--- config.mk ---
export PLATFORM = sky130hd
export DESIGN_NAME = tile_cfg_loader_flat
export DESIGN_NICKNAME = d
export VERILOG_FILES = /design/src/rtl/tile_cfg_loader_if.sv /design/src/rtl/tile_cfg_loader.sv /design/src/flat_wrapper.sv
export SDC_FILE = /design/constraint.sdc
export NUM_CORES = 1
export LEC_CHECK = 0
export BUFFER_PORTS_ARGS = -buffer_cell sky130_fd_sc_hd__buf_2
export CORE_MARGIN = 4
export CORE_UTILIZATION = 55
export CTS_CLUSTER_SIZE = 14
export DETAILED_ROUTE_END_ITERATION = 10
export MAX_ROUTING_LAYER = met4
export PLACE_DENSITY = 0.82
export SETUP_SLACK_MARGIN = 0.3
export SLEW_MARGIN = 0
export SYNTH_ARGS = -nofsm -noshare
export SYNTH_HDL_FRONTEND = slang
export SYNTH_SLANG_ARGS = --single-unit
--- constraint.sdc ---
create_clock -name clk -period 16.32 [get_ports clk]
set_input_delay 4.08 -clock clk [delete_from_list [all_inputs] [get_ports clk]]
set_output_delay 4.08 -clock clk [all_outputs]
set_load 0.005 [all_outputs]
--- src/rtl/tile_cfg_loader_if.sv ---
`default_nettype none
// ============================================================================
//  Module      : tile_cfg_loader_if
//  Description : Byte-wide valid/ready stream carrying the framed tile
//                configuration bitstream into tile_cfg_loader.
//  Revision    : 1.0 - initial release
// ============================================================================
interface tile_cfg_loader_if;
    logic       in_valid;
    logic [7:0] in_data;
    logic       in_ready;

    // Bitstream source side
    modport master (
        output in_valid,
        output in_data,
        input  in_ready
    );

    // Loader side
    modport slave (
        input  in_valid,
        input  in_data,
        output in_ready
    );
endinterface
`default_nettype wire

--- src/rtl/tile_cfg_loader.sv ---
`default_nettype none
// ============================================================================
//  Module      : tile_cfg_loader
//  Description : Receives SYNC/ADDR/payload/CHK frames over a byte stream,
//                assembles a CFG_BITS configuration word, verifies the XOR
//                checksum and address, and issues a one-cycle one-hot write
//                to the addressed tile on a shared bits bus.
//  Revision    : 1.0 - initial release
// ============================================================================
module tile_cfg_loader #(
    parameter int         NUM_TILES = 4,
    parameter int         CFG_BITS  = 77,
    parameter logic [7:0] SYNC_BYTE = 8'hA5
) (
    input  wire logic                 clk,
    input  wire logic                 reset,
    tile_cfg_loader_if.slave          in_bus,
    output logic [NUM_TILES-1:0]      wr_en,
    output logic [CFG_BITS-1:0]       bits,
    output logic                      err,
    output logic [7:0]                cfg_count
);

    // Payload byte count and its index width
    localparam int                NBYTES     = (CFG_BITS + 7) / 8;
    localparam int                CNT_W      = $clog2(NBYTES + 1);
    localparam logic [CNT_W-1:0]  C_LAST_IDX = CNT_W'(NBYTES - 1);
    // Addresses are a single byte, so the tile limit is compared as a byte
    localparam logic [7:0]        C_TILE_LIM = 8'(NUM_TILES);

    typedef enum logic [2:0] {
        S_IDLE    = 3'd0,
        S_ADDR    = 3'd1,
        S_PAYLOAD = 3'd2,
        S_CHECK   = 3'd3,
        S_WRITE   = 3'd4
    } state_t;

    state_t                r_state;
    state_t                w_next;
    logic                  r_ready;
    logic                  w_xfer;
    logic                  w_go_write;
    logic                  w_reject;
    logic [7:0]            r_addr;
    logic [7:0]            r_acc;
    logic [CNT_W-1:0]      r_cnt;
    // Only the low CFG_BITS of the shifted payload are ever used, so the
    // padding bits of the first byte simply fall off the top.
    logic [CFG_BITS-1:0]   r_sr;
    logic [NUM_TILES-1:0]  w_dec;

    assign in_bus.in_ready = r_ready;
    assign w_xfer          = in_bus.in_valid & r_ready;

    // One-hot decode of the latched tile address
    for (genvar gi = 0; gi < NUM_TILES; gi++) begin : g_wr_dec
        assign w_dec[gi] = (r_addr == 8'(gi));
    end

    // State register
    always_ff @(posedge clk or posedge reset) begin
        if (reset) begin
            r_state <= S_IDLE;
        end else begin
            r_state <= w_next;
        end
    end

    // Next-state decode and write/reject decisions
    always_comb begin
        w_next     = r_state;
        w_go_write = 1'b0;
        w_reject   = 1'b0;
        case (r_state)
            S_IDLE: begin
                // Anything other than the sync marker is silently dropped
                if (w_xfer && (in_bus.in_data == SYNC_BYTE)) begin
                    w_next = S_ADDR;
                end
            end
            S_ADDR: begin
                if (w_xfer) begin
                    w_next = S_PAYLOAD;
                end
            end
            S_PAYLOAD: begin
                if (w_xfer && (r_cnt == C_LAST_IDX)) begin
                    w_next = S_CHECK;
                end
            end
            S_CHECK: begin
                if (w_xfer) begin
                    // Bad address still consumes the full frame to keep alignment
                    if ((in_bus.in_data == r_acc) && (r_addr < C_TILE_LIM)) begin
                        w_next     = S_WRITE;
                        w_go_write = 1'b1;
                    end else begin
                        w_next   = S_IDLE;
                        w_reject = 1'b1;
                    end
                end
            end
            S_WRITE: begin
                w_next = S_IDLE;
            end
            default: begin
                w_next = S_IDLE;
            end
        endcase
    end

    // Ready is registered so it is low throughout reset and during WRITE
    always_ff @(posedge clk or posedge reset) begin
        if (reset) begin
            r_ready <= 1'b0;
        end else begin
            r_ready <= (w_next != S_WRITE);
        end
    end

    // Frame assembly: address latch, payload shift register, checksum
    always_ff @(posedge clk or posedge reset) begin
        if (reset) begin
            r_addr <= '0;
            r_acc  <= '0;
            r_cnt  <= '0;
            r_sr   <= '0;
        end else if (w_xfer) begin
            if (r_state == S_ADDR) begin
                r_addr <= in_bus.in_data;
                r_acc  <= in_bus.in_data;
                r_cnt  <= '0;
            end else if (r_state == S_PAYLOAD) begin
                r_sr   <= {r_sr[CFG_BITS-9:0], in_bus.in_data};
                r_acc  <= r_acc ^ in_bus.in_data;
                r_cnt  <= r_cnt + 1'b1;
            end
        end
    end

    // Tile-facing outputs; bits and wr_en move together on the CHK edge
    always_ff @(posedge clk or posedge reset) begin
        if (reset) begin
            wr_en     <= '0;
            bits      <= '0;
            err       <= 1'b0;
            cfg_count <= '0;
        end else begin
            wr_en <= w_go_write ? w_dec : '0;
            err   <= w_reject;
            if (w_go_write) begin
                bits      <= r_sr;
                cfg_count <= cfg_count + 8'd1;
            end
        end
    end

endmodule
`default_nettype wire

--- src/flat_wrapper.sv ---
// flat-port wrapper written by rule: the top's interface ports become plain ports
module tile_cfg_loader_flat 
#(
    parameter int         NUM_TILES = 4,
    parameter int         CFG_BITS  = 77,
    parameter logic [7:0] SYNC_BYTE = 8'hA5
)
  (clk, reset, wr_en, bits, err, cfg_count, in_bus_in_valid, in_bus_in_data, in_bus_in_ready);
  tile_cfg_loader_if in_bus_i ();
  input  wire logic clk;
  input  wire logic reset;
  output logic [NUM_TILES-1:0] wr_en;
  output logic [CFG_BITS-1:0] bits;
  output logic err;
  output logic [7:0] cfg_count;
  input wire logic [$bits(in_bus_i.in_valid)-1:0] in_bus_in_valid;
  input wire logic [$bits(in_bus_i.in_data)-1:0] in_bus_in_data;
  output wire logic [$bits(in_bus_i.in_ready)-1:0] in_bus_in_ready;
  assign in_bus_i.in_valid = in_bus_in_valid;
  assign in_bus_i.in_data = in_bus_in_data;
  assign in_bus_in_ready = in_bus_i.in_ready;
  tile_cfg_loader #(.NUM_TILES(NUM_TILES), .CFG_BITS(CFG_BITS), .SYNC_BYTE(SYNC_BYTE)) u_core (.clk(clk), .reset(reset), .in_bus(in_bus_i), .wr_en(wr_en), .bits(bits), .err(err), .cfg_count(cfg_count));
endmodule
Word-level counts from Yosys, hierarchy flattened
Index checks and enable logic that the tools add are counted.

word-level totals
  register bits = 191
  bits of input ports = 11
  output and inout bits = 91
  logic and storage cells = 52

operators by class
  $add $sub $neg = 2
  $lt $le $gt $ge = 1
  eq/ne operators = 10
  muxes and demuxes = 17
  bitwise gates (word level) = 3
  reductions and logical operators = 9

operators by type and width
  cell                 number
  $eq 8x2->1 const B   2
  $mux 8               2
  $mux 3               5
  $mux 4               3
  $pmux 3 s4           1
  $add 8x1->8 const B  1
  $eq 8x1->1 const B   1
  $eq 8x8->1           1
  $eq 8x8->1 const B   1
  $logic_not 8->1      1
  $lt 8x3->1 const B   1
  $xor 8x8->8          1
  $eq 3x2->1 const B   2
  $mux 1               6
  $add 4x1->4 const B  1
  $eq 4x4->1 const B   1
  $reduce_and 2->1     2
  $eq 3x1->1 const B   1
  $logic_and 1x1->1    3
  $logic_not 3->1      1
  $ne 3x3->1 const B   1
  $reduce_and 3->1     1
  $reduce_bool 2->1    1
  $and 1x1->1          1
  $not 1->1            1

Longest topological paths before layout
Gate-level depths: netlist (run 1).

  word-level depth = 6
  mapped depth = 8
  gate-level depth less buffers = 6

Worst setup path before layout (run 1)
No wires, ideal clock.

  path kind = input port to flip-flop
  start point = in in_bus_in_valid
  end point = reg u_core.bits[0]
  arrival = 5,330 ps
  data required time = 16,195 ps
  path slack = 10,866 ps
  stages = 7
  cell sequence = and3b_1 > clkbuf_1 > and3_1 > nand4b_1 > buf_2 > buf_2 > mux2_2

on the way
  cells in the longest elaborated chain, start to end = 3

RTL lines
  item                    RTL line                RTL
  start: declaration      flat_wrapper.sv:16      input wire logic [$bits(in_bus_i.in_valid)-1:0] in_bus_in_valid;
  $and 1x1->1             tile_cfg_loader.sv:54   assign w_xfer = in_bus.in_valid & r_ready;
  $mux 1                  tile_cfg_loader.sv:93   if (w_xfer) begin
  $mux 1                  tile_cfg_loader.sv:75   case (r_state)
  end signal: assignment  tile_cfg_loader.sv:153  bits <= r_sr;
  end: declaration        tile_cfg_loader.sv:19   output logic [CFG_BITS-1:0] bits,

No other way between the ends.
A chain may end at the register's enable or synchronous reset.

Worst setup path after layout (run 1)
  start point = in in_bus_in_valid
  end point = reg u_core.r_acc[5]

on the way
  cells in the longest elaborated chain, start to end = 2

RTL lines
  item                        RTL line                RTL
  $and 1x1->1                 tile_cfg_loader.sv:54
  $reduce_and 2->1 (no line)  --
  end signal: assignment      tile_cfg_loader.sv:132  r_acc <= in_bus.in_data;
  end signal: assignment      tile_cfg_loader.sv:136  r_acc <= r_acc ^ in_bus.in_data;
  end: declaration            tile_cfg_loader.sv:46   logic [7:0] r_acc;

No other way between the ends.

==> metrics, run 1 <==
Post-DRT Antenna Nets=0; Worst Path Arrival=5.82 ns; share of total power in combinational logic=6.8%; syn_area_per_cell=11.3 µm²; # resized after CTS=0; GR Overflow Total=0; vias in the first global route=5111; Sequential Power Share=54.2%; Mapped Nets=673; Root Driver=clkbuf_16; Tcrit/Tclk final=between 30% and 40%; DRT Pass-1 Iters=4; Detailed Route WL=15000 µm; routed length per instance=15.9 µm; maximum number of pins on one net before global-route repair=120; worst-skew pair later-pin latency=0.43 ns; dominant synthesized flop cell=dfrtp_1; n_diodes=0; Max-Cap Viols=0; die area=0.0154 mm²; CTS Buf Count=17; top-count cell post-synth=nand2_1; postcts setup bufs=0; shortest period the worst path allows=5.50 ns; post-synthesis register bit count=191; vias per std cell=5.28; Lkg Pwr=0.00495 µW; Yosys warning count=0; layout cells sized above 1=28.5%; cell row count=between 40 and 50; initial antenna violation count=0; Cells after Synth=around 660; Critical Path Sink Type=register; crit path max fanout=83; sw frac=25.2%; Initial Utilization=56.1%; final core utilization=65.0%; Die H=124 µm; NumNets Final=765; CTS Buffer Depth=2; internal power=roughly 740 µW; GR Util All Layers=21.2%; worst-margin pin slew=about 0.89 ns; Reg clk slew, reported paths=0.07 ns; crit path kind=primary input to register; DP Wirelength=about 9800 µm; maximum clock rate=182 MHz; DR iter-0 viols=396; VDD IR-drop max=0.0768 mV; Crit path required time=between 15 and 20 ns; Netlist cell types=32; Residual DRC=0; relative slew slack=40.6%; GPL Wtd Cong=0.794; CTS tree=yes; Async S/R FF share, synth=between 90% and 100%; Post-synth EDFFs=0; RSZ-0062 raised after global routing=false; Synth area leaders=dfrtp_1, nand2_1, mux2_2; Clk network pwr share=approximately two fifths; max-slew violations=0; Chip Width=approximately 120 µm; PD cells=115 mW/mm²; cts hold-fix bufs=0; Net Switching=249 µW; Synth top cells by count=nand2_1, dfrtp_1, mux2_2; overall power=988 µW; nature of the critical path startpoint=primary input; io pins=102; Num Clock Sinks=191; status=finished, final reports clean; Post-Route Setup TNS=0 ns; first-pass GRT wire length=25900 µm; Layout area overhead=15.9%; final setup violation count=0; port buffer count=101; routed vias=4964; clk_skew=0.0118 ns; Worst Hold Class=register to register; worst hold margin=0.477 ns; sequential fraction of the synthesis area=64.3%; area fraction of the dominant cell type after synthesis=between 60 and 70%; core area=0.0132 mm²; Final Hold Viols=0; Synth Cell Area=0.00743 mm²; H-Tree Level Count=4; dominant cell type by area after synthesis=dfrtp_1
==> final timing paths <==
kind | from | endpoint | slack, ns | cells past startpoint
worst max-delay path | in_bus_in_valid | u_core.r_acc[5]$_DFFE_PP0P_ | 10.82 | 7
worst min-delay path | u_core.r_addr[7]$_DFFE_PP0P_ | u_core.r_addr[7]$_DFFE_PP0P_ | 0.48 | 2
worst max register to register | u_core.r_state[2]$_DFF_PP0_ | u_core.r_acc[5]$_DFFE_PP0P_ | 14.09 | 6
worst min register to register | u_core.r_addr[7]$_DFFE_PP0P_ | u_core.r_addr[7]$_DFFE_PP0P_ | 0.48 | 2
max in group asynchronous | reset | u_core.r_cnt[1]$_DFFE_PP0P_ | 11.10 | 3
min in group asynchronous | reset | u_core.bits[37]$_DFFE_PP0P_ | 3.81 | 2
==> sequential cells by signal, indices dropped and copies added, names as in the netlist <==
register                flops
u_core.r_acc                8
u_core.cfg_count            8
u_core.err                  1
u_core.r_cnt                4
u_core.wr_en                4
u_core.r_state              3
u_core.r_sr                77
u_core.in_bus.in_ready      1
u_core.bits                77
u_core.r_addr               8
==> power by group through the flow <==
stage                     sequential, µW  combinational, µW  clock (µW)
after CTS                            535               68.8         393
after global placement               542               64.0           0
after global routing                 540               79.3         414
after detailed placement             544               68.3           0
final                                536               67.2         385
after floorplan                      531               53.9           0
==> final cells by class <==
| cell class | count | area, µm² |
|---|---|---|
| sequential | 191 | 4780 |
| clock inverter | 13 | 116 |
| inverter | 5 | 26.3 |
| timing repair buffer | 106 | 543 |
| clock buffer | 19 | 433 |
| fill | 1047 | 4630 |
| tap | 176 | 220 |
| multi-input combinational | 430 | 2490 |
==> cell usage in the layout (no fill, tap or decap), types with 6 or more instances in the layout <==
master / count
a32oi_1: 6
buf_2: 101
clkbuf_16: 17
clkinvlp_4: 6
dfrtp_1: 191
mux2_2: 78
nand2_1: 267
nand3_1: 6
nor2_1: 14
xor2_1: 13
==> metrics by stage <==
stage	setup slack, ns	cells	cell area [µm²]
final	10.82	940	8610
after global routing	10.61	940	8610
after CTS	10.88	940	8610
after detailed placement	10.43	908	8060
after global placement	10.48	908	8060
after floorplan	7.04	659	7430
==> worst max-delay path, cell delays in order <==
cell and delay, ns:
buf_2 0.10, and3b_1 0.26, and3b_2 0.20, buf_4 0.64, nand2_1 0.17, a32oi_1 0.24
nand2_1 0.08
==> logic make-up (layout without fill, tap and decap cells) <==
| group | count (synthesis) | after routing | share of synthesized area [%] |
|---|---|---|---|
| compound gates | 19 | 19 | 1.70 |
| xor+xnor | 18 | 18 | 2.12 |
| fa+ha+maj | 3 | 3 | 0.505 |
| buf+inv | 38 | 143 | 2.17 |
| flops | 191 | 191 | 64.3 |
| mux | 78 | 78 | 11.8 |
| simple gates | 312 | 312 | 17.4 |
==> per-layer routing <==
metal / up-vias / share of wire, % / global-route usage, %
met4: 0 / 2.0 / 8.32
li1: 2321 / - / -
met1: 2483 / 42 / 26.7
met3: 27 / 4.3 / 4.12
met2: 133 / 52 / 34.3
met5: - / 0 / -
No activity file was read; power rests on OpenSTA's default activity.
==> inputs of run 2 (changes only) <==
--- a/config.mk
+++ b/config.mk
@@ -7,11 +7,11 @@
 export LEC_CHECK = 0
 export BUFFER_PORTS_ARGS = -buffer_cell sky130_fd_sc_hd__buf_2
 export CORE_MARGIN = 4
-export CORE_UTILIZATION = 55
+export CORE_UTILIZATION = 51
 export CTS_CLUSTER_SIZE = 14
 export DETAILED_ROUTE_END_ITERATION = 10
 export MAX_ROUTING_LAYER = met4
-export PLACE_DENSITY = 0.82
+export PLACE_DENSITY = 0.8
 export SETUP_SLACK_MARGIN = 0.3
 export SLEW_MARGIN = 0
 export SYNTH_ARGS = -nofsm -noshare
==> constraint.sdc (replaced) <==
create_clock -name clk -period 4.6 [get_ports clk]
set_input_delay 1.15 -clock clk [delete_from_list [all_inputs] [get_ports clk]]
set_output_delay 1.15 -clock clk [all_outputs]
set_load 0.005 [all_outputs]
==> run 2 against run 1 <==
Die area up 7.3%. Register-to-register slack worse by 12 ns. Utilization down 3.4 points. First-iteration DRC count down 25%. Non-clock buffer count up 4. Flip-flop and latch count unchanged. Worst hold slack better by 0.0060 ns. Combinational power rose to 3.7 times the previous value. Critical path type unchanged. Largest cell class unchanged. Largest power group unchanged. Highest routed layer unchanged.
==> metrics, run 2 (same netlist as run 1, synthesis figures left out) <==
status=finished, final reports clean (unchanged); max-slew violations=0 (unchanged); Num Clock Sinks=191 (unchanged); worst r2r src=u_core.r_addr[7]$_DFFE_PP0P_ (was u_core.r_state[2]$_DFF_PP0_); CP Buf/Inv Count=2 (unchanged); crit path kind=primary input to register (unchanged); Post-DP Area=0.00813 mm² (was 0.00806 mm²); routed length per instance=15.9 µm (about the same); Worst Hold Class=register to register (unchanged); DRT Pass-1 Iters=5 (was 4); shortest period the worst path allows=around 2.7 ns; n_diodes=0 (unchanged); routed vias=5019 (was 4964); nature of the critical path startpoint=primary input (unchanged); cell row count=43 (was 42); Initial Utilization=52.7% (was 56.1%); RR Endpoint=u_core.cfg_count[7]$_DFFE_PP0P_ (was u_core.r_acc[5]$_DFFE_PP0P_); Crit path required time=4.95 ns (was 16.64 ns); NumNets Final=769 (was 765); slowest cell on the critical path=nor4_1 (was buf_4); GPL Wtd Cong=0.816 (was 0.794); PD cells=407 mW/mm² (was 115 mW/mm²); GR Util All Layers=19.9% (was 21.2%); Worst Path Arrival=3.04 ns (was 5.82 ns); RSZ-0062 raised after global routing=false (unchanged); Tcrit/Tclk final=between 50% and 60%; final setup violation count=0 (unchanged); Post-Route Setup TNS=0 ns (unchanged); initial antenna violation count=0 (unchanged); core area=0.0141 mm² (was 0.0132 mm²); CP Cell Sequence=buf_2 > xor2_1 > nor4_2 > nand4b_1 > buf_4 > nor4_1 > xor2_1 (was buf_2 > and3b_1 > and3b_2 > buf_4 > nand2_1 > a32oi_1 > nand2_1); maximum number of pins on one net before global-route repair=68 (was 120); Largest regs=u_core.bits: 77 flops, u_core.r_sr: 77 flops (unchanged); most frequent cells in the layout=nand2_1, dfrtp_1, buf_2 (unchanged); die area=0.0166 mm² (was 0.0154 mm²); max incr delay on CP=0.38 ns (was 0.64 ns); CP startpoint=in_bus_in_data[3] (was in_bus_in_valid); fin area=0.00869 mm² (was 0.00861 mm²); Die H=129 µm (was 124 µm); Post-DRT Antenna Nets=0 (unchanged); Lkg Pwr=0.00500 µW (was 0.00495 µW); Critical Path Sink Type=register (unchanged); maximum clock rate=~370 MHz; FILL cells=1114 (was 1047); Chip Width=129 µm (was 124 µm); CTS tree=yes (unchanged); worst-skew pair later-pin latency=0.42 ns (was 0.43 ns); # resized after CTS=0 (unchanged); Reg clk slew, reported paths=0.06 ns (was 0.07 ns); Residual DRC=0 (unchanged); Root Driver=clkbuf_16 (unchanged); CP Depth=7 (unchanged); worst-margin pin slew=0.686 ns (was 0.891 ns); worst hold margin=0.483 ns (was 0.477 ns); vias per std cell=5.31 (was 5.28); hold_sp=u_core.r_sr[69]$_DFFE_PP0P_ (was u_core.r_addr[7]$_DFFE_PP0P_); H-Tree Level Count=4 (unchanged); Max-Cap Viols=0 (unchanged); crit path max fanout=13 (was 83); postcts setup bufs=0 (unchanged); DR iter-0 viols=297 (was 396); CTS Buf Count=17 (unchanged); io pins=102 (unchanged); cts hold-fix bufs=0 (unchanged); Most common cell on crit path=xor2_1 (was nand2_1); DP Wirelength=10200 µm (was 9780 µm); worst reg2reg path depth=6 (unchanged); Final Hold Viols=0 (unchanged); vias in the first global route=5048 (was 5111); CTS Buffer Depth=2 (unchanged); VDD IR-drop max=0.346 mV (was 0.0768 mV); GR Overflow Total=0 (unchanged); CP delay by family, top=simple AND/OR/NAND/NOR gates (was buffers and inverters); first-pass GRT wire length=25100 µm (was 25900 µm); layout cells sized above 1=28.6% (was 28.5%); reg2reg setup slack=2.32 ns (was 14.09 ns); Layout area overhead=16.9% (was 15.9%); commonest non-fill, non-tap cell in the layout=nand2_1 (unchanged); Detailed Route WL=15000 µm (about the same); port buffer count=101 (unchanged); critical path endpoint=u_core.cfg_count[7]$_DFFE_PP0P_ (was u_core.r_acc[5]$_DFFE_PP0P_); relative slew slack=54.1% (was 40.6%); clk_skew=0.00882 ns (was 0.0118 ns)
==> run 2: area by class of cell <==
| class | count | area, µm² | area share (%) |
|---|---|---|---|
| Sequential cell | 191 | 4780 | 55.0 |
| Multi-Input combinational cell | 430 | 2490 | 28.7 |
| Timing Repair Buffer | 110 | 611 | 7.03 |
| Clock buffer | 25 | 505 | 5.82 |
| Tap cell | 180 | 225 | 2.59 |
| Clock inverter | 5 | 55.1 | 0.634 |
| Inverter | 5 | 22.5 | 0.259 |
==> run 2: worst min-delay path by stage <==
stage / end / cells after the start / slack (ns)
floorplan: u_core.r_state[0]$_DFF_PP0_ / 1 / 0.44
global placement: u_core.r_sr[71]$_DFFE_PP0P_ / 2 / 0.46
detailed placement: u_core.r_addr[7]$_DFFE_PP0P_ / 2 / 0.47
CTS: u_core.r_sr[69]$_DFFE_PP0P_ / 2 / 0.49
global route: u_core.r_sr[75]$_DFFE_PP0P_ / 2 / 0.50
finish: u_core.r_sr[69]$_DFFE_PP0P_ / 2 / 0.48
==> run 2: per-stage QoR <==
step	power [µW]	std cells	utilization (%)	setup slack [ns]
after global placement	2150	916	57.7	1.58
after global routing	3690	946	61.6	1.81
after CTS	3570	946	61.6	1.90
final	3530	946	61.6	1.91
after floorplan	2080	659	-	0.988
after detailed placement	2180	916	57.7	1.46
==> run 2: worst min-delay path: stages, from the launching register on <==
cell     delay [ns]
dfrtp_1        0.34
nand2_1        0.05
nand2_1        0.06
==> run 2: power breakdown <==
group	internal [µW]	switching [µW]
Sequential	1790	109
Combinational	98.0	151
Clock	811	577
==> run 2: routing by layer <==
metal  GRT usage (%)  share of wire [%]
met4            5.99                1.5
met2            32.1                 51
met3            5.23                5.1
met1            24.9                 43
met5               -                  0
